### src/rtl/moving_average_pkg.sv
// rtl/moving_average_pkg.sv - shared types and constants for the moving-average filter
package moving_average_pkg;

    typedef enum logic {
        ST_FILL = 1'b0,
        ST_RUN  = 1'b1
    } ma_state_t;

    localparam int DEF_DATA_W  = 10;
    localparam int DEF_MAX_POW = 3;
    localparam int SUM_W       = DEF_DATA_W + DEF_MAX_POW;

    function automatic int sum_width(input int data_w, input int max_pow);
        return data_w + max_pow;
    endfunction

endpackage

### src/rtl/ma_window_buffer.sv
// rtl/ma_window_buffer.sv - circular sample store with one write port and a look-back read port
module ma_window_buffer #(
    parameter int DATA_W    = 10,
    parameter int DEPTH_POW = 3
) (
    input  logic                 clk,
    input  logic                 wr_en,
    input  logic [DEPTH_POW-1:0] wr_ptr,
    input  logic [DATA_W-1:0]    wr_data,
    input  logic [DEPTH_POW:0]   rd_offset,
    output logic [DATA_W-1:0]    rd_data
);

    logic [DATA_W-1:0]    r_mem [2**DEPTH_POW];
    logic [DEPTH_POW-1:0] w_rd_addr;

    // Offset equal to the full depth lands on wr_ptr itself: the oldest slot, read before overwrite.
    assign w_rd_addr = DEPTH_POW'({1'b0, wr_ptr} - rd_offset);
    assign rd_data   = r_mem[w_rd_addr];

    always_ff @(posedge clk) begin
        if (wr_en) begin
            r_mem[wr_ptr] <= wr_data;
        end
    end

endmodule

### src/rtl/moving_average_flex.sv
// rtl/moving_average_flex.sv - power-of-two moving average with runtime window and rounding
module moving_average_flex
    import moving_average_pkg::*;
#(
    parameter int DATA_W  = DEF_DATA_W,
    parameter int MAX_POW = DEF_MAX_POW,
    parameter int SEL_W   = $clog2(MAX_POW + 1)
) (
    input  logic              clk,
    input  logic              rst_n,
    input  logic [DATA_W-1:0] data_in,
    input  logic              strobe_in,
    input  logic [SEL_W-1:0]  win_sel,
    input  logic              round_en,
    output logic [DATA_W-1:0] data_out,
    output logic              strobe_out,
    output logic              filled
);

    localparam int SUM_WIDTH = sum_width(DATA_W, MAX_POW);
    localparam int K_W       = $clog2(MAX_POW + 1);
    localparam int CNT_W     = MAX_POW + 1;
    localparam logic [SUM_WIDTH:0] OUT_MAX = {{(MAX_POW + 1){1'b0}}, {DATA_W{1'b1}}};

    ma_state_t              r_state, w_state_nxt;
    logic [SUM_WIDTH-1:0]   r_sum, w_sum_nxt;
    logic [CNT_W-1:0]       r_fill_cnt, w_fill_nxt;
    logic [MAX_POW-1:0]     r_wr_ptr;
    logic [K_W-1:0]         r_k_eff, w_k_eff;
    logic [DATA_W-1:0]      r_data_out;
    logic                   r_strobe_out;

    logic [CNT_W-1:0]       w_n;
    logic                   w_restart;
    logic [DATA_W-1:0]      w_old;
    logic [SUM_WIDTH-1:0]   w_data_ext;
    logic [SUM_WIDTH:0]     w_round, w_sum_rnd, w_quot;
    logic [DATA_W-1:0]      w_avg;

    ma_window_buffer #(
        .DATA_W    (DATA_W),
        .DEPTH_POW (MAX_POW)
    ) u_buf (
        .clk       (clk),
        .wr_en     (strobe_in),
        .wr_ptr    (r_wr_ptr),
        .wr_data   (data_in),
        .rd_offset (w_n),
        .rd_data   (w_old)
    );

    always_comb begin
        w_k_eff = K_W'(MAX_POW);
        if (win_sel <= SEL_W'(MAX_POW)) begin
            w_k_eff = K_W'(win_sel);
        end
    end

    assign w_n        = CNT_W'(1) << w_k_eff;
    assign w_restart  = (w_k_eff != r_k_eff);
    assign w_data_ext = SUM_WIDTH'(data_in);

    // A window change wins over the strobe; the coincident sample seeds the new window.
    always_comb begin
        w_state_nxt = r_state;
        w_sum_nxt   = r_sum;
        w_fill_nxt  = r_fill_cnt;
        if (w_restart) begin
            w_sum_nxt  = strobe_in ? w_data_ext : '0;
            w_fill_nxt = strobe_in ? CNT_W'(1) : '0;
        end else if (strobe_in) begin
            if (r_state == ST_FILL) begin
                w_sum_nxt  = r_sum + w_data_ext;
                w_fill_nxt = r_fill_cnt + CNT_W'(1);
            end else begin
                w_sum_nxt = r_sum + w_data_ext - SUM_WIDTH'(w_old);
            end
        end
        if (w_restart || r_state == ST_FILL) begin
            w_state_nxt = (w_fill_nxt == w_n) ? ST_RUN : ST_FILL;
        end
    end

    always_comb begin
        w_round = '0;
        if (round_en && w_k_eff != '0) begin
            w_round = (SUM_WIDTH + 1)'(1) << (w_k_eff - K_W'(1));
        end
        w_sum_rnd = {1'b0, w_sum_nxt} + w_round;
        w_quot    = w_sum_rnd >> w_k_eff;
        w_avg     = (w_quot > OUT_MAX) ? '1 : w_quot[DATA_W-1:0];
    end

    always_ff @(posedge clk or negedge rst_n) begin
        if (!rst_n) begin
            r_state      <= ST_FILL;
            r_sum        <= '0;
            r_fill_cnt   <= '0;
            r_wr_ptr     <= '0;
            r_k_eff      <= '0;
            r_data_out   <= '0;
            r_strobe_out <= 1'b0;
        end else begin
            r_state      <= w_state_nxt;
            r_sum        <= w_sum_nxt;
            r_fill_cnt   <= w_fill_nxt;
            r_k_eff      <= w_k_eff;
            r_strobe_out <= strobe_in;
            if (strobe_in) begin
                r_wr_ptr   <= r_wr_ptr + MAX_POW'(1);
                r_data_out <= w_avg;
            end
        end
    end

    assign data_out   = r_data_out;
    assign strobe_out = r_strobe_out;
    assign filled     = (r_state == ST_RUN);

endmodule

### config.mk
export PLATFORM = sky130hd
export DESIGN_NAME = moving_average_flex
export DESIGN_NICKNAME = d
export VERILOG_FILES = /design/src/rtl/moving_average_pkg.sv /design/src/rtl/ma_window_buffer.sv /design/src/rtl/moving_average_flex.sv
export SDC_FILE = /design/constraint.sdc
export NUM_CORES = 1
export LEC_CHECK = 0
export CORE_MARGIN = 3
export CORE_UTILIZATION = 45
export CTS_BUF_LIST = sky130_fd_sc_hd__clkbuf_2 sky130_fd_sc_hd__clkbuf_4 sky130_fd_sc_hd__clkbuf_8
export CTS_CLUSTER_SIZE = 8
export DETAILED_ROUTE_END_ITERATION = 6
export GPL_TIMING_DRIVEN = 0
export PLACE_DENSITY = 0.64
export SLEW_MARGIN = 20
export SYNTH_ARGS = -nofsm -noshare
export SYNTH_HDL_FRONTEND = slang
export SYNTH_SLANG_ARGS = --single-unit
### constraint.sdc
create_clock -name clk -period 8.3 [get_ports clk]
set_clock_uncertainty 0.15 [all_clocks]
set_input_delay 1.245 -clock clk [delete_from_list [all_inputs] [get_ports clk]]
set_output_delay 1.245 -clock clk [all_outputs]
set_load 0.01 [all_outputs]
==> Word level (Yosys, flattened, before mapping) <==
Memory sizes are Yosys's and may differ from the RTL's.
Cells that the tools add are included.
Widths: inputs -> output; s select.
{ "word_totals": {"regBits": 34, "mem_count": 1, "in_bits": 16, "ramBits": 80, "wordCells": 40, "out_inout_bits": 12} }
{ "memory_table": {"columns": ["name", "depth", "width", "rd", "rd_clocked_by_memory_dff", "write_ports", "line_no", "source"], "rows": [
  ["u_buf.r_mem", 8, 10, 1, 0, 1, "ma_window_buffer.sv:14", "logic [DATA_W-1:0] r_mem [2**DEPTH_POW];"]
]} }
{ "op_classes": {"n_addsub": 7, "bitwise_logic": 1, "n_eq_ne": 2, "mux": 14, "magnitude_cmp": 2, "n_reduce_logical": 3, "n_shift": 3} }
{ "ops": {"columns": ["cell", "count"], "rows": [
  ["$mux 13", 3],
  ["$mux 10", 2],
  ["$add 13x14->14", 1],
  ["$gt 14x10->1 const B", 1],
  ["$mux 14", 1],
  ["$shl 1x2->14 const A", 1],
  ["$shr 14x2->14", 1],
  ["$add 13x10->13", 1],
  ["$sub 13x10->13", 1],
  ["$mux 4", 3],
  ["$add 4x1->4 const B", 1],
  ["$eq 4x4->1", 1],
  ["$mux 1", 4],
  ["$shl 1x2->4 const A", 1],
  ["$add 3x1->3 const B", 1],
  ["$sub 3x3->3", 1],
  ["$le 2x2->1 const B", 1],
  ["$mux 2", 1],
  ["$ne 2x2->1", 1],
  ["$reduce_bool 2->1", 1],
  ["$sub 2x1->2 const B", 1],
  ["$logic_and 1x1->1", 1],
  ["$logic_or 1x1->1", 1],
  ["$not 1->1", 1]
]} }

==> Depth between registers and ports, before layout <==
An unclocked memory read counts as a cell.
{ "logic_depth": {"ltp_word": 13, "mapped_depth": 30} }

==> Hierarchy <==
From an unflattened synthesis, not the netlist that was laid out.
{ "unflattened": {"cells_unflattened": 532, "hier_area_um2": 6522.5} }
{ "modules_own_cells": {"columns": ["module", "instances", "area_each_um2", "cells_per_inst", "seq_area_each_um2"], "rows": [
  ["moving_average_flex", 1, 3318.2, 398, 850.8],
  ["ma_window_buffer", 1, 3204.3, 134, 2402.3]
]} }

==> Worst setup path before layout <==
No wires, ideal clock.
{ "synth_path": {"path_type": "input-to-reg", "startpoint": "input port win_sel[0]", "endpoint": "register r_data_out[8], in the netlist data_out[8]", "n_path_buf": 2, "required_time_ns": 8.046, "cell_stages": 30, "slack_ns": 1.529, "arrival_time_ns": 6.518, "path_cell_list": "clkbuf_1 -> nor2_1 -> ha_1 -> inv_1 -> fa_1 -> xor2_1 -> xnor2_1 -> buf_1 -> mux4_2 -> mux2_2 -> ha_1 -> inv_1 -> fa_1 -> nand2_1 -> o21ai_0 -> nand2_1 -> o21ai_0 -> nand2_1 -> o21ai_0 -> inv_1 -> fa_1 -> inv_1 -> a21oi_1 -> o21bai_1 -> nand2_4 -> or3_4 -> and3_4 -> o32ai_4 -> nor3b_4 -> a221oi_1"} }
{ "synth_via": {"elab_chain_len": 13, "elab_cells_between_ends": 19, "classes_between": "add/sub: 4; order compare: 2; eq/ne: 1; shift: 3; mux: 6; reduce/logical: 2; memory: 1"} }
{ "synth_lines": {"columns": ["item", "line_no", "source"], "rows": [
  ["start: declaration", "moving_average_flex.sv:13", "input logic [SEL_W-1:0] win_sel,"],
  ["$le 2x2->1", "moving_average_flex.sv:54", "if (win_sel <= SEL_W'(MAX_POW)) begin"],
  ["$mux 2 (*)", "moving_average_flex.sv:54", null],
  ["$shl 1x2->4", "moving_average_flex.sv:59", "assign w_n = CNT_W'(1) << w_k_eff;"],
  ["$sub 3x3->3", "ma_window_buffer.sv:18", "assign w_rd_addr = DEPTH_POW'({1'b0, wr_ptr} - rd_offset);"],
  ["$mem_v2 8x10", null, null],
  ["$sub 13x10->13", "moving_average_flex.sv:76", "w_sum_nxt = r_sum + w_data_ext - SUM_WIDTH'(w_old);"],
  ["$mux 13", "moving_average_flex.sv:72", "if (r_state == ST_FILL) begin"],
  ["$mux 13", "moving_average_flex.sv:71", "end else if (strobe_in) begin"],
  ["$mux 13 (*)", "moving_average_flex.sv:68", "if (w_restart) begin"],
  ["via w_sum_nxt[1]", "moving_average_flex.sv:26", "logic [SUM_WIDTH-1:0] r_sum, w_sum_nxt;"],
  ["$add 13x14->14 (*)", "moving_average_flex.sv:89", "w_sum_rnd = {1'b0, w_sum_nxt} + w_round;"],
  ["$shr 14x2->14 (*)", "moving_average_flex.sv:90", "w_quot = w_sum_rnd >> w_k_eff;"],
  ["$gt 14x10->1", "moving_average_flex.sv:91", "w_avg = (w_quot > OUT_MAX) ? '1 : w_quot[DATA_W-1:0];"],
  ["$mux 10 (*)", "moving_average_flex.sv:91", null],
  ["end signal: assignment", "moving_average_flex.sv:111", "r_data_out <= w_avg;"],
  ["end: declaration", "moving_average_flex.sv:30", "logic [DATA_W-1:0] r_data_out;"]
]} }
Mark *: on every way through the listed nets, which the timed path passes. The rest lies on a longest branch.
A chain may end at the register's enable or synchronous reset.

==> Worst setup path after layout <==
{ "layout_path": {"startpoint": "input port win_sel[0]", "endpoint": "register r_data_out[7], in the netlist data_out[7]"} }
{ "layout_via": {"elab_chain_len": 13, "elab_cells_between_ends": 19, "classes_between": "add/sub: 4; order compare: 2; eq/ne: 1; shift: 3; mux: 6; reduce/logical: 2; memory: 1"} }
{ "layout_lines": {"columns": ["item", "line_no"], "rows": [
  ["$le 2x2->1", "moving_average_flex.sv:54"],
  ["$mux 2 (*)", "moving_average_flex.sv:54"],
  ["$shl 1x2->4", "moving_average_flex.sv:59"],
  ["$sub 3x3->3", "ma_window_buffer.sv:18"],
  ["$mem_v2 8x10", null],
  ["$sub 13x10->13", "moving_average_flex.sv:76"],
  ["$mux 13", "moving_average_flex.sv:72"],
  ["$mux 13", "moving_average_flex.sv:71"],
  ["$mux 13", "moving_average_flex.sv:68"],
  ["$add 13x14->14", "moving_average_flex.sv:89"],
  ["$shr 14x2->14 (*)", "moving_average_flex.sv:90"],
  ["$gt 14x10->1", "moving_average_flex.sv:91"],
  ["$mux 10 (*)", "moving_average_flex.sv:91"]
]} }
Every way passes the cells marked *; elsewhere a longest branch is shown, timed or not.

==> results.yml <==
status:
  status: "completed"
flow_run:
  maxCapViolCount: 0
hold_path:
  min_path_cells: 1
  hp-start: "r_wr_ptr[2]"
  hp-class: "reg2reg"
  holdPathEnd: "r_wr_ptr[2]"
final_layout:
  num-nets-final: 677
  diodes: 0
  drive_above_1_share_pct: 14.6
  areaGrowthSynthToFinish_pct: 13.9
  final_util_pct: 52.6
routing:
  drt-wirelength-per-cell_um: 19.4
  via_count: 4916
  drtAntennaViolNets: 0
  finalWirelength_um: 16000
  drc: 0
  firstDrtPassIters: 5
  drt_iter0_drc: 412
  routed_via_density: 5.95
floorplan:
  die_w_um: 129
  start_util_pct: 46.2
  pin_count: 28
  dieArea_um2: 16500
  die_h_um: 129
  core.rowCount: 44
  core_area_um2: 14600
synth:
  syn_inst: 580
  synth_edf_count: 80
  synth_top_area_share_pct: 35.5
  seq_area_frac_synth_pct: 48.1
  async_flop_share_pct: 29.8
  synth_cell_type_count: 77
  synth_fp_nets: 628
  ys_dominant_reg_cell: "edfxtp_1"
  avgSynthCellArea_um2: 11.7
  ys_seq_elements: 114
  syn_area_um2: 6760
  yosysWarnings: 0
  ys_top_cells_by_area: "edfxtp_1, dfrtp_1, mux4_2"
  yosys.area.top_type: "edfxtp_1"
placement:
  hpwl_um: 12000
  gp_congestion: 0.870
  numPortBuffers: 27
worst_setup_path:
  rr_endpoint: "data_out[7]"
  required_ns: 8.44
  reg2reg_slack_ns: 1.92
  cp_max_fo: 10
  cp.arrival_ns: 7.89
  timing_worst_setup_path_type: "in2reg"
  worstRegToRegCells: 23
  crit_path_start_kind: "input port"
  worstSetupEndpointType: "register"
  r2r_start: "r_wr_ptr[0]"
cts:
  cts_tree: "done"
  clock-sinks: 114
  hold_buffers: 0
  cts_made_buffers: 17
  cts_resized: 0
  cts_root_buf: "clkbuf_8"
  postCtsSetupRepairBufs: 0
  cts.path.max_buffers: 2
  htree_levels: 4
  clock_latency_ns: 0.44
  cts.clk_slew.worst_paths_ns: 0.07
timing:
  hold_violations: 0
  setup_viol: 0
  maxSlewViolCount: 0
  min_period_over_period_pct: 93.5
  fin_crit_ns: 7.76
  slew_headroom_pct: 26.2
  hold_ws_ns: 0.381
  tightest_slew_ns: 1.10
  fmax_mhz: 129
  rsz0062_at_grt: "false"
  timing.setup.tns_ns: 0
grt:
  grt.overflow.total: 0
  grt_pass1_vias: 4892
  antenna_found_initial: 0
  grt_max_degree: 23
  track_usage_pct: 20.4
  grt_pass1_wl_um: 25600
power_and_ir_drop:
  design_power_total_mw: 2.51
  p_per_area_nw_per_um2: 326
  p_leak_nw: 2.92
  ir_drop_v: 0.000165
## layout by cell type (no fill, tap or decap), types with 5 or more instances in the layout
| master | count |
|---|---|
| edfxtp_1 | 80 |
| nor2_1 | 50 |
| nand2_1 | 39 |
| dfrtp_1 | 34 |
| a21oi_1 | 31 |
| ha_1 | 28 |
| inv_1 | 27 |
| o21ai_0 | 27 |
| clkdlybuf4s50_1 | 26 |
| xnor2_1 | 20 |
| mux4_2 | 20 |
| mux2i_1 | 19 |
| clkbuf_8 | 17 |
| clkbuf_1 | 12 |
| nand3_1 | 10 |
| xor2_1 | 9 |
| nor3_1 | 9 |
| a211oi_1 | 9 |
| a21o_1 | 8 |
| nand2b_1 | 8 |
| a221oi_1 | 8 |
| a211o_1 | 7 |
| buf_2 | 6 |
| o21a_1 | 6 |
| nor4_1 | 6 |
| mux2_2 | 5 |
| clkinvlp_4 | 5 |
## critical path, cell delays in order
cell and delay (ns):
clkdlybuf4s50_1 0.54, clkbuf_1 0.29, nor2_1 0.26, ha_1 0.19, inv_1 0.05, fa_1 0.38, xor2_1 0.18, xnor2_1 0.20
clkbuf_2 0.36, mux4_2 0.27, mux2_2 0.16, ha_1 0.16, inv_1 0.05, fa_1 0.44, a211oi_4 0.34, o21ai_0 0.20
o21ai_0 0.46, a211o_1 0.20, nand3_1 0.13, xnor2_1 0.21, nor4_2 0.42, a311oi_1 0.21, nor3_1 0.35, nor3b_4 0.41
a221oi_1 0.16
## Yosys cell counts (all sizes together) (13+ instances only)
cell type	count
o21ai	28
a21oi	31
mux4	20
ha	28
buf	13
edfxtp	80
mux2i	20
dfrtp	34
nand2	41
nor2	54
inv	27
clkbuf	13
xnor2	20
## state kept, by name, summed over array words and instances (netlist names)
signal       flops
u_buf.r_mem     80
strobe_out       1
r_wr_ptr         3
r_sum           13
data_out        10
r_fill_cnt       4
filled           1
r_k_eff          2
## logic make-up after synthesis
family	synth area share (%)
AND/OR/NAND/NOR	13.6
AO/OA/AOI/OAI	14.5
flip-flops	48.1
buffers and inverters	3.14
multiplexers	10.5
adder cells (fa/ha/maj)	6.36
XOR/XNOR	3.76
other	0.0554
## worst max-delay path by stage
stage	depth (start not counted)	from	endpoint	slack, ns
2_1_floorplan	30	win_sel[0]	data_out[8]	1.53
3_3_place_gp	31	win_sel[0]	data_out[8]	-0.05
3_5_place_dp	31	win_sel[0]	data_out[7]	-0.38
4_1_cts	31	win_sel[0]	data_out[0]	0.12
5_1_grt	26	win_sel[0]	data_out[1]	0.04
6_report	25	win_sel[0]	data_out[7]	0.54
## final cells by class
| cell class | instances | area [um^2] |
|---|---|---|
| Clock buffer | 18 | 241 |
| Inverter | 27 | 101 |
| Buffer | 26 | 120 |
| Multi-Input combinational cell | 413 | 3320 |
| Clock inverter | 14 | 115 |
| Fill cell | 1273 | 6940 |
| Sequential cell | 114 | 3250 |
| Timing Repair Buffer | 30 | 315 |
| Tap cell | 184 | 230 |
## power breakdown
group | internal [mW] | total (mW) | switching, mW
clock network | 0.237 | 0.474 | 0.238
registers | 0.701 | 0.741 | 0.0399
logic | 0.542 | 1.30 | 0.753
total | 1.48 | 2.51 | 1.03
## metrics by stage
stage | std cells | area [um^2] | setup WS, ns
global route | 826 | 7700 | 0.0387
global placement | 791 | 7260 | -0.0547
CTS | 826 | 7680 | 0.120
floorplan | 580 | 6760 | 1.53
detailed placement | 794 | 7320 | -0.380
finish | 826 | 7700 | 0.541
## routing by layer
layer,GRT usage [%],vias up,wire length [um]
li1,-,2310,-
met1,28.4,2447,7360
met2,31.9,138,7620
met3,4.94,21,810
met4,6.05,0,252
met5,0,-,0
Note: power is estimated with default switching activity, not from simulation.
